[config.mk]
export PLATFORM = sky130hd
export DESIGN_NAME = depacketizer_dta_n
export DESIGN_NICKNAME = d
export VERILOG_FILES = /design/src/rtl/depacketizer_dta_pkg.sv /design/src/rtl/depacketizer_dta_outreg.sv /design/src/rtl/depacketizer_dta_n.sv
export SDC_FILE = /design/constraint.sdc
export NUM_CORES = 1
export LEC_CHECK = 0
export ABC_AREA = 0
export CORE_MARGIN = 2
export CORE_UTILIZATION = 45
export DETAILED_ROUTE_END_ITERATION = 16
export GPL_TIMING_DRIVEN = 0
export PLACE_DENSITY = 0.69
export SYNTH_ARGS = -nofsm -noshare
export SYNTH_HDL_FRONTEND = slang
export SYNTH_SLANG_ARGS = --single-unit
export TNS_END_PERCENT = 100
[constraint.sdc]
create_clock -name clk -period 5.6 [get_ports clk]
set_input_delay 0.84 -clock clk [delete_from_list [all_inputs] [get_ports clk]]
set_output_delay 0.84 -clock clk [all_outputs]
set_load 0.005 [all_outputs]
[src/rtl/depacketizer_dta_pkg.sv]
// Shared types and geometry helpers for the destination-tag-append depacketizer.
// Flit layout is {valid, head, tail, noc dst, noc vc, payload}.
package depacketizer_dta_pkg;

  typedef enum logic {
    IDLE    = 1'b0,
    COLLECT = 1'b1
  } state_t;

  // Control bit positions counted down from the flit MSB.
  localparam int VALID_FROM_MSB = 0;
  localparam int HEAD_FROM_MSB  = 1;
  localparam int TAIL_FROM_MSB  = 2;
  localparam int CTRL_BITS      = 3;

  function automatic int payload_w(input int wf, input int aw, input int vw);
    return wf - CTRL_BITS - aw - vw;
  endfunction

  function automatic int head_data_w(input int pw, input int tw, input int aw, input int vw);
    return pw - tw - aw - vw;
  endfunction

  function automatic int cap_w(input int hdw, input int pw, input int nf);
    return hdw + (nf - 1) * pw;
  endfunction

  // Head payload sub-fields, MSB-first: tag, return dst, return vc, data.
  function automatic int head_tag_hi(input int pw);
    return pw - 1;
  endfunction

  function automatic int head_dst_hi(input int pw, input int tw);
    return pw - 1 - tw;
  endfunction

  function automatic int head_vc_hi(input int pw, input int tw, input int aw);
    return pw - 1 - tw - aw;
  endfunction

  function automatic int head_data_hi(input int pw, input int tw, input int aw, input int vw);
    return pw - 1 - tw - aw - vw;
  endfunction

endpackage

[src/rtl/depacketizer_dta_outreg.sv]
// One-entry valid/ready output register holding {data, dst, vc, tag}.
// A load and a drain in the same cycle pass back-to-back without a bubble.
module depacketizer_dta_outreg #(
  parameter int WIDTH_DATA       = 64,
  parameter int ADDRESS_WIDTH    = 4,
  parameter int VC_ADDRESS_WIDTH = 1,
  parameter int WIDTH_TAG        = 8
) (
  input  logic                        clk,
  input  logic                        rst_n,
  input  logic                        i_load,
  input  logic [WIDTH_DATA-1:0]       i_data,
  input  logic [ADDRESS_WIDTH-1:0]    i_dst,
  input  logic [VC_ADDRESS_WIDTH-1:0] i_vc,
  input  logic [WIDTH_TAG-1:0]        i_tag,
  input  logic                        i_ready,
  output logic                        o_ready,
  output logic                        o_valid,
  output logic [WIDTH_DATA-1:0]       o_data,
  output logic [ADDRESS_WIDTH-1:0]    o_dst,
  output logic [VC_ADDRESS_WIDTH-1:0] o_vc,
  output logic [WIDTH_TAG-1:0]        o_tag
);

  logic                        r_valid;
  logic [WIDTH_DATA-1:0]       r_data;
  logic [ADDRESS_WIDTH-1:0]    r_dst;
  logic [VC_ADDRESS_WIDTH-1:0] r_vc;
  logic [WIDTH_TAG-1:0]        r_tag;

  assign o_ready = !r_valid || i_ready;

  // Loads only arrive when o_ready is high, so a load never overwrites an undrained word.
  always_ff @(posedge clk or negedge rst_n) begin
    if (!rst_n) begin
      r_valid <= 1'b0;
      r_data  <= '0;
      r_dst   <= '0;
      r_vc    <= '0;
      r_tag   <= '0;
    end else if (i_load) begin
      r_valid <= 1'b1;
      r_data  <= i_data;
      r_dst   <= i_dst;
      r_vc    <= i_vc;
      r_tag   <= i_tag;
    end else if (i_ready) begin
      r_valid <= 1'b0;
    end
  end

  assign o_valid = r_valid;
  assign o_data  = r_data;
  assign o_dst   = r_dst;
  assign o_vc    = r_vc;
  assign o_tag   = r_tag;

endmodule

[src/rtl/depacketizer_dta_n.sv]
// N-flit depacketizer with return tag/dst/vc parsing at a NoC egress port.
// Define DEPACKETIZER_DTA_STATS_EN to add saturating packet and error counters.
module depacketizer_dta_n
  import depacketizer_dta_pkg::*;
#(
  parameter int WIDTH_FLIT       = 36,
  parameter int WIDTH_DATA       = 64,
  parameter int ADDRESS_WIDTH    = 4,
  parameter int VC_ADDRESS_WIDTH = 1,
  parameter int WIDTH_TAG        = 8,
  parameter int NUM_FLITS        = 4
) (
  input  logic                        clk,
  input  logic                        rst_n,
  input  logic [WIDTH_FLIT-1:0]       flit_in,
  output logic                        ready_out,
  output logic [WIDTH_DATA-1:0]       data_out,
  output logic [ADDRESS_WIDTH-1:0]    dst_out,
  output logic [VC_ADDRESS_WIDTH-1:0] vc_out,
  output logic [WIDTH_TAG-1:0]        tag_out,
  output logic                        valid_out,
  input  logic                        ready_in,
  output logic                        err_out
`ifdef DEPACKETIZER_DTA_STATS_EN
  ,
  output logic [15:0]                 pkt_count_out,
  output logic [15:0]                 err_count_out
`endif
);

  localparam int PAYLOAD_W   = payload_w(WIDTH_FLIT, ADDRESS_WIDTH, VC_ADDRESS_WIDTH);
  localparam int HEAD_DATA_W = head_data_w(PAYLOAD_W, WIDTH_TAG, ADDRESS_WIDTH, VC_ADDRESS_WIDTH);
  localparam int CAP         = cap_w(HEAD_DATA_W, PAYLOAD_W, NUM_FLITS);
  localparam int CNT_W       = $clog2(NUM_FLITS + 1);
  localparam int TAG_HI      = head_tag_hi(PAYLOAD_W);
  localparam int DST_HI      = head_dst_hi(PAYLOAD_W, WIDTH_TAG);
  localparam int VC_HI       = head_vc_hi(PAYLOAD_W, WIDTH_TAG, ADDRESS_WIDTH);
  localparam int HDATA_HI    = head_data_hi(PAYLOAD_W, WIDTH_TAG, ADDRESS_WIDTH, VC_ADDRESS_WIDTH);

  if (CAP < WIDTH_DATA || HEAD_DATA_W < 1 || NUM_FLITS < 1 || NUM_FLITS > 8) begin : g_param_check
    $error("depacketizer_dta_n: invalid parameter combination");
  end

  logic                        w_valid, w_head, w_tail, w_ready, w_accept;
  logic                        w_full, w_load, w_err_set;
  logic [PAYLOAD_W-1:0]        w_payload;
  logic [WIDTH_TAG-1:0]        w_tag, w_ld_tag;
  logic [ADDRESS_WIDTH-1:0]    w_dst, w_ld_dst;
  logic [VC_ADDRESS_WIDTH-1:0] w_vc, w_ld_vc;
  logic [HEAD_DATA_W-1:0]      w_hdata;
  logic [CAP-1:0]              w_head_buf, w_buf_app;
  logic [WIDTH_DATA-1:0]       w_ld_data;
  logic                        w_unused_route;

  state_t                      r_state;
  logic [CNT_W-1:0]            r_cnt;
  logic                        r_ovf;
  logic                        r_err;
  logic [CAP-1:0]              r_buf;
  logic [WIDTH_TAG-1:0]        r_tag;
  logic [ADDRESS_WIDTH-1:0]    r_dst;
  logic [VC_ADDRESS_WIDTH-1:0] r_vc;

  assign w_valid   = flit_in[WIDTH_FLIT-1-VALID_FROM_MSB];
  assign w_head    = flit_in[WIDTH_FLIT-1-HEAD_FROM_MSB];
  assign w_tail    = flit_in[WIDTH_FLIT-1-TAIL_FROM_MSB];
  assign w_payload = flit_in[PAYLOAD_W-1:0];
  assign w_tag     = w_payload[TAG_HI -: WIDTH_TAG];
  assign w_dst     = w_payload[DST_HI -: ADDRESS_WIDTH];
  assign w_vc      = w_payload[VC_HI -: VC_ADDRESS_WIDTH];
  assign w_hdata   = w_payload[HDATA_HI -: HEAD_DATA_W];
  assign w_accept  = w_valid && w_ready;
  assign w_full    = (r_cnt == CNT_W'(NUM_FLITS));

  // NoC routing fields have already served their purpose at the egress port.
  assign w_unused_route = ^flit_in[WIDTH_FLIT-1-CTRL_BITS : PAYLOAD_W];

  assign w_head_buf = CAP'(w_hdata) << (CAP - HEAD_DATA_W);

  always_comb begin
    w_buf_app = r_buf;
    for (int k = 1; k < NUM_FLITS; k++) begin
      if (r_cnt == CNT_W'(k)) begin
        w_buf_app[CAP-1-HEAD_DATA_W-(k-1)*PAYLOAD_W -: PAYLOAD_W] = w_payload;
      end
    end
  end

  assign w_load = w_accept && w_tail && (w_head || r_state == COLLECT);

  assign w_err_set = w_accept &&
                     ((r_state == IDLE && !w_head) ||
                      (r_state == COLLECT && w_head) ||
                      (r_state == COLLECT && !w_head && w_full && !r_ovf));

  // A head&tail flit bypasses the assembly buffer and feeds the output register directly.
  always_comb begin
    if (w_head) begin
      w_ld_data = w_head_buf[CAP-1 -: WIDTH_DATA];
      w_ld_tag  = w_tag;
      w_ld_dst  = w_dst;
      w_ld_vc   = w_vc;
    end else begin
      w_ld_data = w_buf_app[CAP-1 -: WIDTH_DATA];
      w_ld_tag  = r_tag;
      w_ld_dst  = r_dst;
      w_ld_vc   = r_vc;
    end
  end

  always_ff @(posedge clk or negedge rst_n) begin
    if (!rst_n) begin
      r_state <= IDLE;
      r_cnt   <= '0;
      r_ovf   <= 1'b0;
      r_err   <= 1'b0;
      r_buf   <= '0;
      r_tag   <= '0;
      r_dst   <= '0;
      r_vc    <= '0;
    end else begin
      r_err <= w_err_set;
      if (w_accept) begin
        if (w_head) begin
          r_ovf <= 1'b0;
          if (w_tail) begin
            r_state <= IDLE;
            r_cnt   <= '0;
          end else begin
            r_state <= COLLECT;
            r_cnt   <= CNT_W'(1);
            r_buf   <= w_head_buf;
            r_tag   <= w_tag;
            r_dst   <= w_dst;
            r_vc    <= w_vc;
          end
        end else if (r_state == COLLECT) begin
          r_buf <= w_buf_app;
          if (w_full) begin
            r_ovf <= 1'b1;
          end else begin
            r_cnt <= r_cnt + CNT_W'(1);
          end
          if (w_tail) begin
            r_state <= IDLE;
            r_cnt   <= '0;
            r_ovf   <= 1'b0;
          end
        end
      end
    end
  end

  assign err_out = r_err;

  depacketizer_dta_outreg #(
    .WIDTH_DATA      (WIDTH_DATA),
    .ADDRESS_WIDTH   (ADDRESS_WIDTH),
    .VC_ADDRESS_WIDTH(VC_ADDRESS_WIDTH),
    .WIDTH_TAG       (WIDTH_TAG)
  ) u_outreg (
    .clk    (clk),
    .rst_n  (rst_n),
    .i_load (w_load),
    .i_data (w_ld_data),
    .i_dst  (w_ld_dst),
    .i_vc   (w_ld_vc),
    .i_tag  (w_ld_tag),
    .i_ready(ready_in),
    .o_ready(w_ready),
    .o_valid(valid_out),
    .o_data (data_out),
    .o_dst  (dst_out),
    .o_vc   (vc_out),
    .o_tag  (tag_out)
  );

  assign ready_out = w_ready;

`ifdef DEPACKETIZER_DTA_STATS_EN
  logic [15:0] r_pkt_count;
  logic [15:0] r_err_count;

  always_ff @(posedge clk or negedge rst_n) begin
    if (!rst_n) begin
      r_pkt_count <= '0;
      r_err_count <= '0;
    end else begin
      if (w_load && r_pkt_count != 16'hFFFF) r_pkt_count <= r_pkt_count + 16'd1;
      if (w_err_set && r_err_count != 16'hFFFF) r_err_count <= r_err_count + 16'd1;
    end
  end

  assign pkt_count_out = r_pkt_count;
  assign err_count_out = r_err_count;
`endif

endmodule

==> run_results.csv, run 1 <==
group,metric,value,unit
run_status,status,"finished clean",
layout,layout.nets,907,
clock_tree,cts.sinks,161,
clock_tree,ctsResizeCount,0,
critical_path,r2r-start,"r_state$_DFFE_PN0P_",
synth,synth_top_family_by_area,"compound AO/OA/AOI/OAI gates",
synth,yosysSeqAreaShare,48.62,%
synth,synth_xor_area_share,0,%
synth,synth_warnings,0,
synth,yosys.area.top_type,"dfrtp_1",
placement,place_congestion,0.8854,
clock_tree,post_cts_buffers,0,
sta,max_slew_margin,41.36,%
layout,num_antenna_cells,0,
global_routing,grt_usage,24.19,%
global_routing,grt_pass1_wl,37.11,mm
critical_path,reg2reg_to,"u_outreg.o_data[33]$_DFFE_PN0P_",
synth,muxShareOfSynthArea,17.33,%
clock_tree,cts_tree,"done",
clock_tree,cts_buffer_depth,2,
critical_path,crit_buf_inv,5,
sta,rsz0062_at_grt,"no",
global_routing,antenna_found_initial,0,
synth,yosys.area_share.simple,6.855,%
critical_path,end_kind,"output port",
power_and_ir_drop,peakVddDrop,0.2736,mV
critical_path,reg2reg_slack,3.31,ns
critical_path,path_max_fanout,10,
synth,synth_area_leaders,"dfrtp_1 (49%), o31ai_1 (8.9%), mux2_1 (8.2%), mux2i_1 (5.9%), o41ai_1 (5.2%)",
synth,synth.avg_cell_area,11.37,µm²
detailed_routing,wl,23.64,mm
sta,setup_violations,0,
synth,synth.most_common_cell,"dfrtp_1",
critical_path,cp.required,4.76,ns
critical_path,r2r_cells,8,
die,die_height,139.7,µm
critical_path,critPathLaunchType,"primary input",
layout,fillers,1513,
die,rows,49,
clock_tree,htree_num_levels,4,
layout,layout-drive-gt1-share,9.840,%
critical_path,crit_arrival,2.72,ns
synth,synth_edf_count,0,
placement,placed_area,9737,µm²
clock_tree,cts-root-buf,"clkbuf_16",
clock_tree,clk_pin_slew,0.06,ns
placement,io_buffer_count,113,
power_and_ir_drop,power_density,442.5,nW/µm²
detailed_routing,remaining_drc_errors,0,
synth,synth-seq-cells,161,
layout,fin_cells,1103,
sta,finalHoldViolations,0,
synth,synth_top_area_share,48.62,%
global_routing,grt_max_degree,113,
sta,worst_pin_slew,0.8796,ns
global_routing,grt_pass1_vias,6633,
critical_path,critPathMaxStageDelay,0.48,ns
synth,syn_nets,774,
critical_path,critPathTopFamily,"buffers and inverters",
detailed_routing,wl_per_cell,21.43,µm
synth,synth-adder-area-share,0.9059,%
die,io_pins,119,
sta,post-route-period-util,63.57,%
detailed_routing,firstDrtPassIters,7,
detailed_routing,via_per_inst,6.225,
sta,fmax,280.9,MHz
critical_path,worstSetupPathType,"primary input to output port",
placement,dp_hpwl,16.49,mm
sta,fin_crit,3.560,ns
synth,ys_top_cells_by_count,"dfrtp_1 (161), o31ai_1 (98), clkbuf_1 (71)",
synth,synth_compound_area_share,21.17,%
clock_tree,hold_buffers,0,
synth,synthCells,729,
layout,design_area,10340,µm²
layout,syn2layout_area_growth,24.82,%
synth,yosys.cell_types.count,37,
critical_path,crit_chain,"clkdlybuf4s50_1, nor2b_1, clkbuf_1, clkbuf_1, inv_2, clkdlybuf4s50_1",
die,coreArea,18020,µm²
placement,dp.cells,1072,
sta,slew_violations,0,
critical_path,cp_slowest_cell,"clkdlybuf4s50_1",
detailed_routing,vias,6866,
clock_tree,cts_made_buffers,17,
die,dieArea,19520,µm²
global_routing,grt_remaining_overflow,0,
synth,ys_async_sr_fraction,100.0,%
detailed_routing,first_iter_violations,694,
clock_tree,clock_latency,0.43,ns
synth,synthFlopType,"dfrtp_1",
die,start_util,45.97,%
synth,syn_area,8287,µm²
sta,fin_worst_skew,0.007540,ns
hold_path,hold_class,"primary input to asynchronous set/reset pin",
flow_run,max-cap-violations,0,
detailed_routing,ant_nets,0,
die,die_x,139.7,µm
power_and_ir_drop,p_leak,4.191,nW
## metrics by stage
stage               TNS, ns  setup slack [ns]  hold slack, ns  util (%)  power (W)
floorplan                 0             2.996          0.4569         -   0.002651
global placement    -496.79            -3.102          0.4661     53.84   0.003340
detailed placement        0             1.799          0.4748     54.02   0.003378
CTS                       0             2.080          0.3197     57.39   0.004588
global route              0             1.899          0.3317     57.39   0.004818
finish                    0             2.040          0.3055     57.39   0.004577
## worst register-to-register path: stages, from the launching register on
cell and delay (ns):
dfrtp_1 0.38, inv_1 0.07, ha_1 0.19, nand2b_1 0.14, clkbuf_1 0.17, or3_1 0.34, buf_2 0.20, buf_1 0.34
o31ai_1 0.36
## how the worst max path moves through the flow
| stage | startpoint | to | slack, ns | cells past startpoint |
|---|---|---|---|---|
| 6_report | ready_in | ready_out | 2.04 | 6 |
| 5_1_grt | ready_in | ready_out | 1.90 | 6 |
| 4_1_cts | ready_in | ready_out | 2.08 | 6 |
| 3_5_place_dp | flit_in[34] | u_outreg.o_data[33]$_DFFE_PN0P_ | 1.80 | 10 |
| 3_3_place_gp | rst_n | u_outreg.o_data[56]$_DFFE_PN0P_ | -3.10 | 1 |
| 2_1_floorplan | flit_in[34] | u_outreg.o_data[54]$_DFFE_PN0P_ | 3.00 | 9 |
## where the power goes
part           switching (W)  internal, W
Clock               0.000468     0.000735
Sequential          0.000266      0.00156
Combinational       0.000716     0.000833
## sequential cells by signal, indices dropped and copies added (netlist names)
| register | flops |
|---|---|
| err_out | 1 |
| r_state | 1 |
| u_outreg.o_tag | 8 |
| u_outreg.o_dst | 4 |
| u_outreg.o_vc | 1 |
| r_dst | 4 |
| u_outreg.o_data | 64 |
| r_tag | 8 |
| r_vc | 1 |
| r_cnt | 3 |
| r_ovf | 1 |
| r_buf | 64 |
| u_outreg.o_valid | 1 |
## logic make-up after synthesis
logic type	Yosys count
simple gates	121
flops	161
fa+ha+maj	6
compound gates	208
buf+inv	100
mux	133
## final cells by class
class / count / area (µm²) / share of cell area [%]
Tap cell: 229 / 286.5 / 2.770
Timing Repair Buffer: 114 / 1164 / 11.25
Clock inverter: 8 / 128.9 / 1.246
Inverter: 6 / 22.52 / 0.2177
Buffer: 94 / 401.6 / 3.883
Clock buffer: 23 / 478.0 / 4.621
Sequential cell: 161 / 4029 / 38.95
Multi-Input combinational cell: 468 / 3834 / 37.06
## layer usage
metal / vias to the layer above / GRT usage, % / part of all wire (%)
li1: 3113 / - / -
met1: 3428 / 33.98 / 45
met2: 294 / 36.97 / 46
met3: 31 / 6.056 / 7.4
met4: 0 / 7.737 / 1.8
met5: - / 0 / 0
## cell usage in the layout, fill, tap and decap left out, types with 17 or more instances in the layout
master           instances
clkbuf_1                74
clkbuf_16               17
clkdlybuf4s50_1        112
dfrtp_1                161
mux2_1                  60
mux2_2                  24
mux2i_1                 49
nand2_1                 51
nand3_1                 49
o311ai_1                39
o31ai_1                 98
o41ai_1                 49
No activity file was read; power rests on OpenSTA's default activity.
==> run 2: changes to the inputs <==
==> constraint.sdc (replaced) <==
create_clock -name clk -period 3.3 [get_ports clk]
set_input_delay 0.495 -clock clk [delete_from_list [all_inputs] [get_ports clk]]
set_output_delay 0.495 -clock clk [all_outputs]
set_load 0.005 [all_outputs]
==> run 2 against run 1 <==
  * Non-clock buffer count is 1 higher
  * Sequential power up 70%
  * Hold slack gained 0.18 ns
  * Clock power up 71%
  * Critical path depth rose by 4
  * Largest power group unchanged
==> run_results.csv, run 2 (same netlist as run 1, synthesis figures left out) <==
group,metric,value,unit
clock_tree,post_cts_buffers,0,
sta,fin_crit,3.130,ns
layout,layout-drive-gt1-share,9.829,%
die,dieArea,19520,µm²
detailed_routing,firstDrtPassIters,5,
sta,setup_violations,0,
hold_path,holdPathEnd,"r_tag[4]$_DFFE_PN0P_",
critical_path,reg2reg_slack,1.03,ns
power_and_ir_drop,peakVddDrop,0.4691,mV
critical_path,crit_buf_inv,6,
critical_path,end_kind,"flop",
clock_tree,cts_tree,"done",
sta,hold_ws,0.4870,ns
sta,rsz0062_at_grt,"no",
critical_path,worstSetupPathType,"primary input to flop",
sta,slew_violations,0,
clock_tree,cts_made_buffers,17,
detailed_routing,ant_nets,0,
die,rows,49,
power_and_ir_drop,p_leak,4.196,nW
die,io_pins,119,
global_routing,grt_usage,24.21,%
critical_path,cp.required,3.59,ns
layout,syn2layout_area_growth,24.94,%
critical_path,critPathMaxStageDelay,0.57,ns
sta,worst_pin_slew,0.8719,ns
placement,placed_area,9737,µm²
layout,layout_commonest_cell,"dfrtp_1",
global_routing,grt_remaining_overflow,0,
sta,fmax,319.5,MHz
flow_run,max-cap-violations,0,
detailed_routing,wl_per_cell,21.42,µm
critical_path,critPathTopFamily,"buffers and inverters",
critical_path,cp_slowest_cell,"clkdlybuf4s50_1",
critical_path,critPathLaunchType,"primary input",
global_routing,grt_pass1_wl,37.14,mm
clock_tree,hold_buffers,1,
detailed_routing,via_per_inst,6.207,
detailed_routing,wl,23.65,mm
placement,place_congestion,0.8854,
die,coreArea,18020,µm²
die,start_util,45.97,%
layout,layout.nets,908,
critical_path,critical_path_depth,10,
critical_path,path_max_fanout,11,
detailed_routing,first_iter_violations,703,
clock_tree,clock_latency,0.43,ns
layout,design_area,10350,µm²
global_routing,antenna_found_initial,0,
clock_tree,clk_pin_slew,0.06,ns
hold_path,whs_path_depth,1,
detailed_routing,remaining_drc_errors,0,
clock_tree,htree_num_levels,4,
sta,post-route-period-util,94.84,%
critical_path,r2r_cells,8,
sta,finalHoldViolations,0,
hold_path,hold_class,"flop to flop",
clock_tree,cts_buffer_depth,2,
placement,dp_hpwl,16.49,mm
critical_path,cp-startpoint,"flit_in[34]",
sta,fin_worst_skew,0.008664,ns
clock_tree,ctsResizeCount,0,
critical_path,reg2reg_to,"u_outreg.o_data[33]$_DFFE_PN0P_",
critical_path,crit_arrival,3.42,ns
run_status,status,"finished clean",
hold_path,worstHoldStart,"r_tag[4]$_DFFE_PN0P_",
sta,max_slew_margin,41.88,%
critical_path,r2r-start,"r_state$_DFFE_PN0P_",
detailed_routing,vias,6852,
clock_tree,cts.sinks,161,
layout,mostFrequentLayoutCells,"dfrtp_1 (161), clkdlybuf4s50_1 (112), o31ai_1 (98)",
global_routing,grt_pass1_vias,6645,
critical_path,path_common_cell,"clkbuf_1",
global_routing,grt_max_degree,113,
layout,num_antenna_cells,0,
critical_path,crit_chain,"clkdlybuf4s50_1, inv_2, clkbuf_1, ha_1, nand2b_1, clkbuf_1, or3_1, buf_2, buf_1, o31ai_1",
power_and_ir_drop,power_density,750.5,nW/µm²
clock_tree,cts-root-buf,"clkbuf_16",
placement,io_buffer_count,113,
die,die_height,139.7,µm
die,die_x,139.7,µm
## run 2: through the flow
stage | setup WS, ns | total power (W) | utilization (%) | instances | TNS [ns]
CTS | 0.2753 | 0.007787 | 57.44 | 1104 | 0
finish | 0.1703 | 0.007770 | 57.44 | 1104 | 0
floorplan | 1.041 | 0.004498 | - | 729 | 0
global route | 0.05868 | 0.008177 | 57.44 | 1104 | 0
detailed placement | -0.1562 | 0.005733 | 54.02 | 1072 | -4.531
global placement | -5.057 | 0.005668 | 53.84 | 1071 | -813.44
## run 2: worst register-to-register path: stages (launching register included)
cell and delay, ns:
dfrtp_1 0.38, inv_1 0.07, ha_1 0.19, nand2b_1 0.14, clkbuf_1 0.17, or3_1 0.34
buf_2 0.20, buf_1 0.34, o31ai_1 0.35
## run 2: power breakdown
group	switching (W)	total (W)	internal (W)
Combinational	0.00121	0.00263	0.00141
Clock	0.000798	0.00205	0.00125
Sequential	0.000452	0.00310	0.00265
## run 2: worst max path at each step
stage / to
finish: u_outreg.o_data[33]$_DFFE_PN0P_
floorplan: u_outreg.o_data[54]$_DFFE_PN0P_
CTS: u_outreg.o_data[33]$_DFFE_PN0P_
global route: u_outreg.o_data[40]$_DFFE_PN0P_
global placement: u_outreg.o_data[56]$_DFFE_PN0P_
detailed placement: u_outreg.o_data[33]$_DFFE_PN0P_
## run 2: area by class of cell
class | count | area [µm²]
Buffer | 94 | 401.6
Clock inverter | 8 | 128.9
Sequential cell | 161 | 4029
Fill cell | 1512 | 7671
Multi-Input combinational cell | 468 | 3834
Inverter | 6 | 22.52
Tap cell | 229 | 286.5
Timing Repair Buffer | 115 | 1174
Clock buffer | 23 | 478.0
## run 2: per-layer routing
layer	routed length, µm	up-vias	global-route usage (%)	share of wire (%)
met5	0	-	0	0
met4	478	0	7.737	2.0
met3	1944	33	6.056	8.2
met2	10830	304	37.02	46
met1	10400	3398	33.98	44
li1	-	3117	-	-
==> run 3: changes to the inputs <==
--- a/config.mk
+++ b/config.mk
@@ -5,12 +5,12 @@
 export SDC_FILE = /design/constraint.sdc
 export NUM_CORES = 1
 export LEC_CHECK = 0
-export ABC_AREA = 0
+export ABC_AREA = 1
 export CORE_MARGIN = 2
 export CORE_UTILIZATION = 45
 export DETAILED_ROUTE_END_ITERATION = 16
 export GPL_TIMING_DRIVEN = 0
-export PLACE_DENSITY = 0.69
+export PLACE_DENSITY = 0.7
 export SYNTH_ARGS = -nofsm -noshare
 export SYNTH_HDL_FRONTEND = slang
 export SYNTH_SLANG_ARGS = --single-unit
==> run 3 against run 2 <==
  * Die area decreased by 10%
  * Synthesized cell count increased by 33%
  * Critical endpoint is now u_outreg.o_data[11]$_DFFE_PN0P_
  * Wire length decreased by 17%
  * First-iteration DRC count decreased by 0.43%
  * Total power decreased by 21%
  * Critical path type unchanged
  * Largest power group unchanged
  * Hold slack got worse by 0.022 ns
  * Synthesized area decreased by 11%
  * Sequential power decreased by 15%
  * Critical path depth unchanged
  * Utilization increased by 1.7 points
  * Sequential share of layout area increased by 3.6 points
  * Via count decreased by 4.5%
==> run_results.csv, run 3 <==
group,metric,value,unit
global_routing,grt_max_degree,104,
power_and_ir_drop,power_frac_clock,33.0,%
clock_tree,clock_latency,0.43,ns
synth,yosys.area.top_type,"dfrtp_1",
flow_run,max-cap-violations,0,
layout,mostFrequentLayoutCells,"nand2_1 (450), dfrtp_1 (161), clkdlybuf4s50_1 (112)",
detailed_routing,via_per_inst,4.922,
synth,synth_top_area_share,54.35,%
synth,syn_area,7413,µm²
placement,io_buffer_count,113,
sta,finalHoldViolations,0,
global_routing,grt_pass1_wl,32.36,mm
hold_path,hold_class,"flop to flop",
synth,synthFlopType,"dfrtp_1",
sta,setup_tns,0,ns
synth,synthCells,968,
layout,fin_cells,1330,
synth,yosysSeqAreaShare,54.35,%
power_and_ir_drop,power.total,0.006150,W
synth,synth_area_leaders,"dfrtp_1 (54%), nand2_1 (23%), o21ai_0 (5.5%), nor2_1 (5.3%), nand3_1 (3.5%)",
layout,layout-drive-gt1-share,7.181,%
synth,synth.avg_cell_area,7.658,µm²
detailed_routing,ant_nets,0,
detailed_routing,first_iter_violations,700,
synth,syn_nets,1013,
sta,rsz0062_at_grt,"no",
detailed_routing,firstDrtPassIters,6,
synth,ys_async_sr_fraction,100.0,%
die,io_pins,119,
placement,place_congestion,0.8460,
detailed_routing,remaining_drc_errors,0,
clock_tree,clk_pin_slew,0.06,ns
die,dieArea,17520,µm²
power_and_ir_drop,peakVddDrop,0.3903,mV
die,start_util,46.33,%
die,rows,46,
detailed_routing,wl,19.67,mm
critical_path,end_kind,"flop",
critical_path,crit_arrival,2.98,ns
power_and_ir_drop,switching_share,29.05,%
sta,post-route-period-util,79.25,%
sta,worst_pin_slew,0.5464,ns
power_and_ir_drop,p_sw,0.001787,W
power_and_ir_drop,pwr-share-seq,42.7,%
synth,ys_top_cells_by_count,"nand2_1 (450), dfrtp_1 (161), nor2_1 (105)",
sta,fin_crit,2.615,ns
clock_tree,hold_buffers,1,
sta,setup_violations,0,
critical_path,worstSetupPathType,"primary input to flop",
power_and_ir_drop,p_leak,4.868,nW
clock_tree,post_cts_buffers,0,
critical_path,cp.required,3.67,ns
die,die_x,132.4,µm
global_routing,grt_remaining_overflow,0,
clock_tree,ctsResizeCount,0,
die,die_height,132.4,µm
layout,layout_commonest_cell,"nand2_1",
critical_path,critPathLaunchType,"primary input",
global_routing,grt_pass1_vias,6202,
sta,fin_worst_skew,0.008566,ns
synth,synth-seq-cells,161,
placement,dp.cells,1298,
synth,synth_edf_count,0,
run_status,status,"finished clean",
clock_tree,cts.sinks,161,
power_and_ir_drop,p_comb_share,24.3,%
clock_tree,htree_num_levels,4,
detailed_routing,wl_per_cell,14.79,µm
synth,yosys.cell_types.count,23,
sta,max_slew_margin,63.58,%
detailed_routing,vias,6546,
layout,layout.nets,1147,
global_routing,grt_usage,23.33,%
global_routing,antenna_found_initial,0,
clock_tree,cts_made_buffers,17,
sta,setup_ws,0.6848,ns
layout,design_area,9470,µm²
placement,dp_hpwl,13.99,mm
layout,syn2layout_area_growth,27.75,%
sta,fmax,382.4,MHz
synth,synth_warnings,0,
placement,dp_slack,0.2744,ns
sta,slew_violations,0,
die,coreArea,16000,µm²
power_and_ir_drop,p_int,0.004364,W
layout,num_antenna_cells,0,
clock_tree,cts_tree,"done",
clock_tree,cts-root-buf,"clkbuf_16",
placement,placed_area,8847,µm²
synth,synth.most_common_cell,"nand2_1",
critical_path,path_max_fanout,11,
clock_tree,cts_buffer_depth,2,
power_and_ir_drop,power_density,649.4,nW/µm²
-- run 3: cell type report --
type / count / area [µm²]
fill: 1517 / 6530
sequential: 161 / 4029
multi-input combinational: 709 / 2939
timing repair buffer: 115 / 1174
clock buffer: 19 / 452.9
buffer: 58 / 295.3
tap: 216 / 270.3
clock inverter: 12 / 160.2
inverter: 40 / 150.1
-- run 3: worst paths after layout --
check / start / to / slack (ns) / depth (start not counted)
setup reg to reg: r_state$_DFFE_PN0P_ / u_outreg.o_data[11]$_DFFE_PN0P_ / 1.43 / 8
hold / removal: r_ovf$_DFFE_PN0P_ / r_ovf$_DFFE_PN0P_ / 0.47 / 2
max in group asynchronous: rst_n / r_buf[69]$_DFFE_PN0P_ / 1.85 / 3
setup / recovery: flit_in[34] / u_outreg.o_data[11]$_DFFE_PN0P_ / 0.68 / 10
min in group asynchronous: rst_n / u_outreg.o_data[45]$_DFFE_PN0P_ / 0.58 / 2
hold reg to reg: r_ovf$_DFFE_PN0P_ / r_ovf$_DFFE_PN0P_ / 0.47 / 2
-- run 3: worst max-delay path: stages --
cell and delay (ns):
clkdlybuf4s50_1 0.63, inv_2 0.13, clkbuf_1 0.27, ha_1 0.28, inv_1 0.17, nand4_4 0.23, inv_2 0.14, clkbuf_1 0.39
nand2_1 0.16, nand2_1 0.09
-- run 3: logic make-up after synthesis --
kind of cell    after synthesis  synth area share, %
simple gates                614                32.49
flops                       161                54.35
buf+inv                      98                6.008
compound gates               89                6.143
fa+ha+maj                     6                1.013
-- run 3: metrics by stage --
| stage | hold WS (ns) | util (%) |
|---|---|---|
| after CTS | 0.4725 | 59.19 |
| after global placement | 0.4534 | 55.09 |
| after detailed placement | 0.4569 | 55.29 |
| after global routing | 0.4911 | 59.19 |
| final | 0.4652 | 59.19 |
| after floorplan | 0.1994 | - |
-- run 3: routing by layer --
layer / track usage, % / up-vias / part of all wire (%)
li1: - / 3266 / -
met1: 34.02 / 3026 / 48
met2: 35.23 / 221 / 45
met3: 4.306 / 33 / 5.7
met4: 7.826 / 0 / 2.0
met5: 0 / - / 0
-- run 3: power by group through the flow --
stage / registers (W) / clock network [W] / logic, W
after global placement: 0.00264 / 0 / 0.00146
after detailed placement: 0.00265 / 0 / 0.00149
after floorplan: 0.00264 / 0 / 0.000742
final: 0.00262 / 0.00203 / 0.00149
after global routing: 0.00268 / 0.00214 / 0.00169
after CTS: 0.00262 / 0.00206 / 0.00151
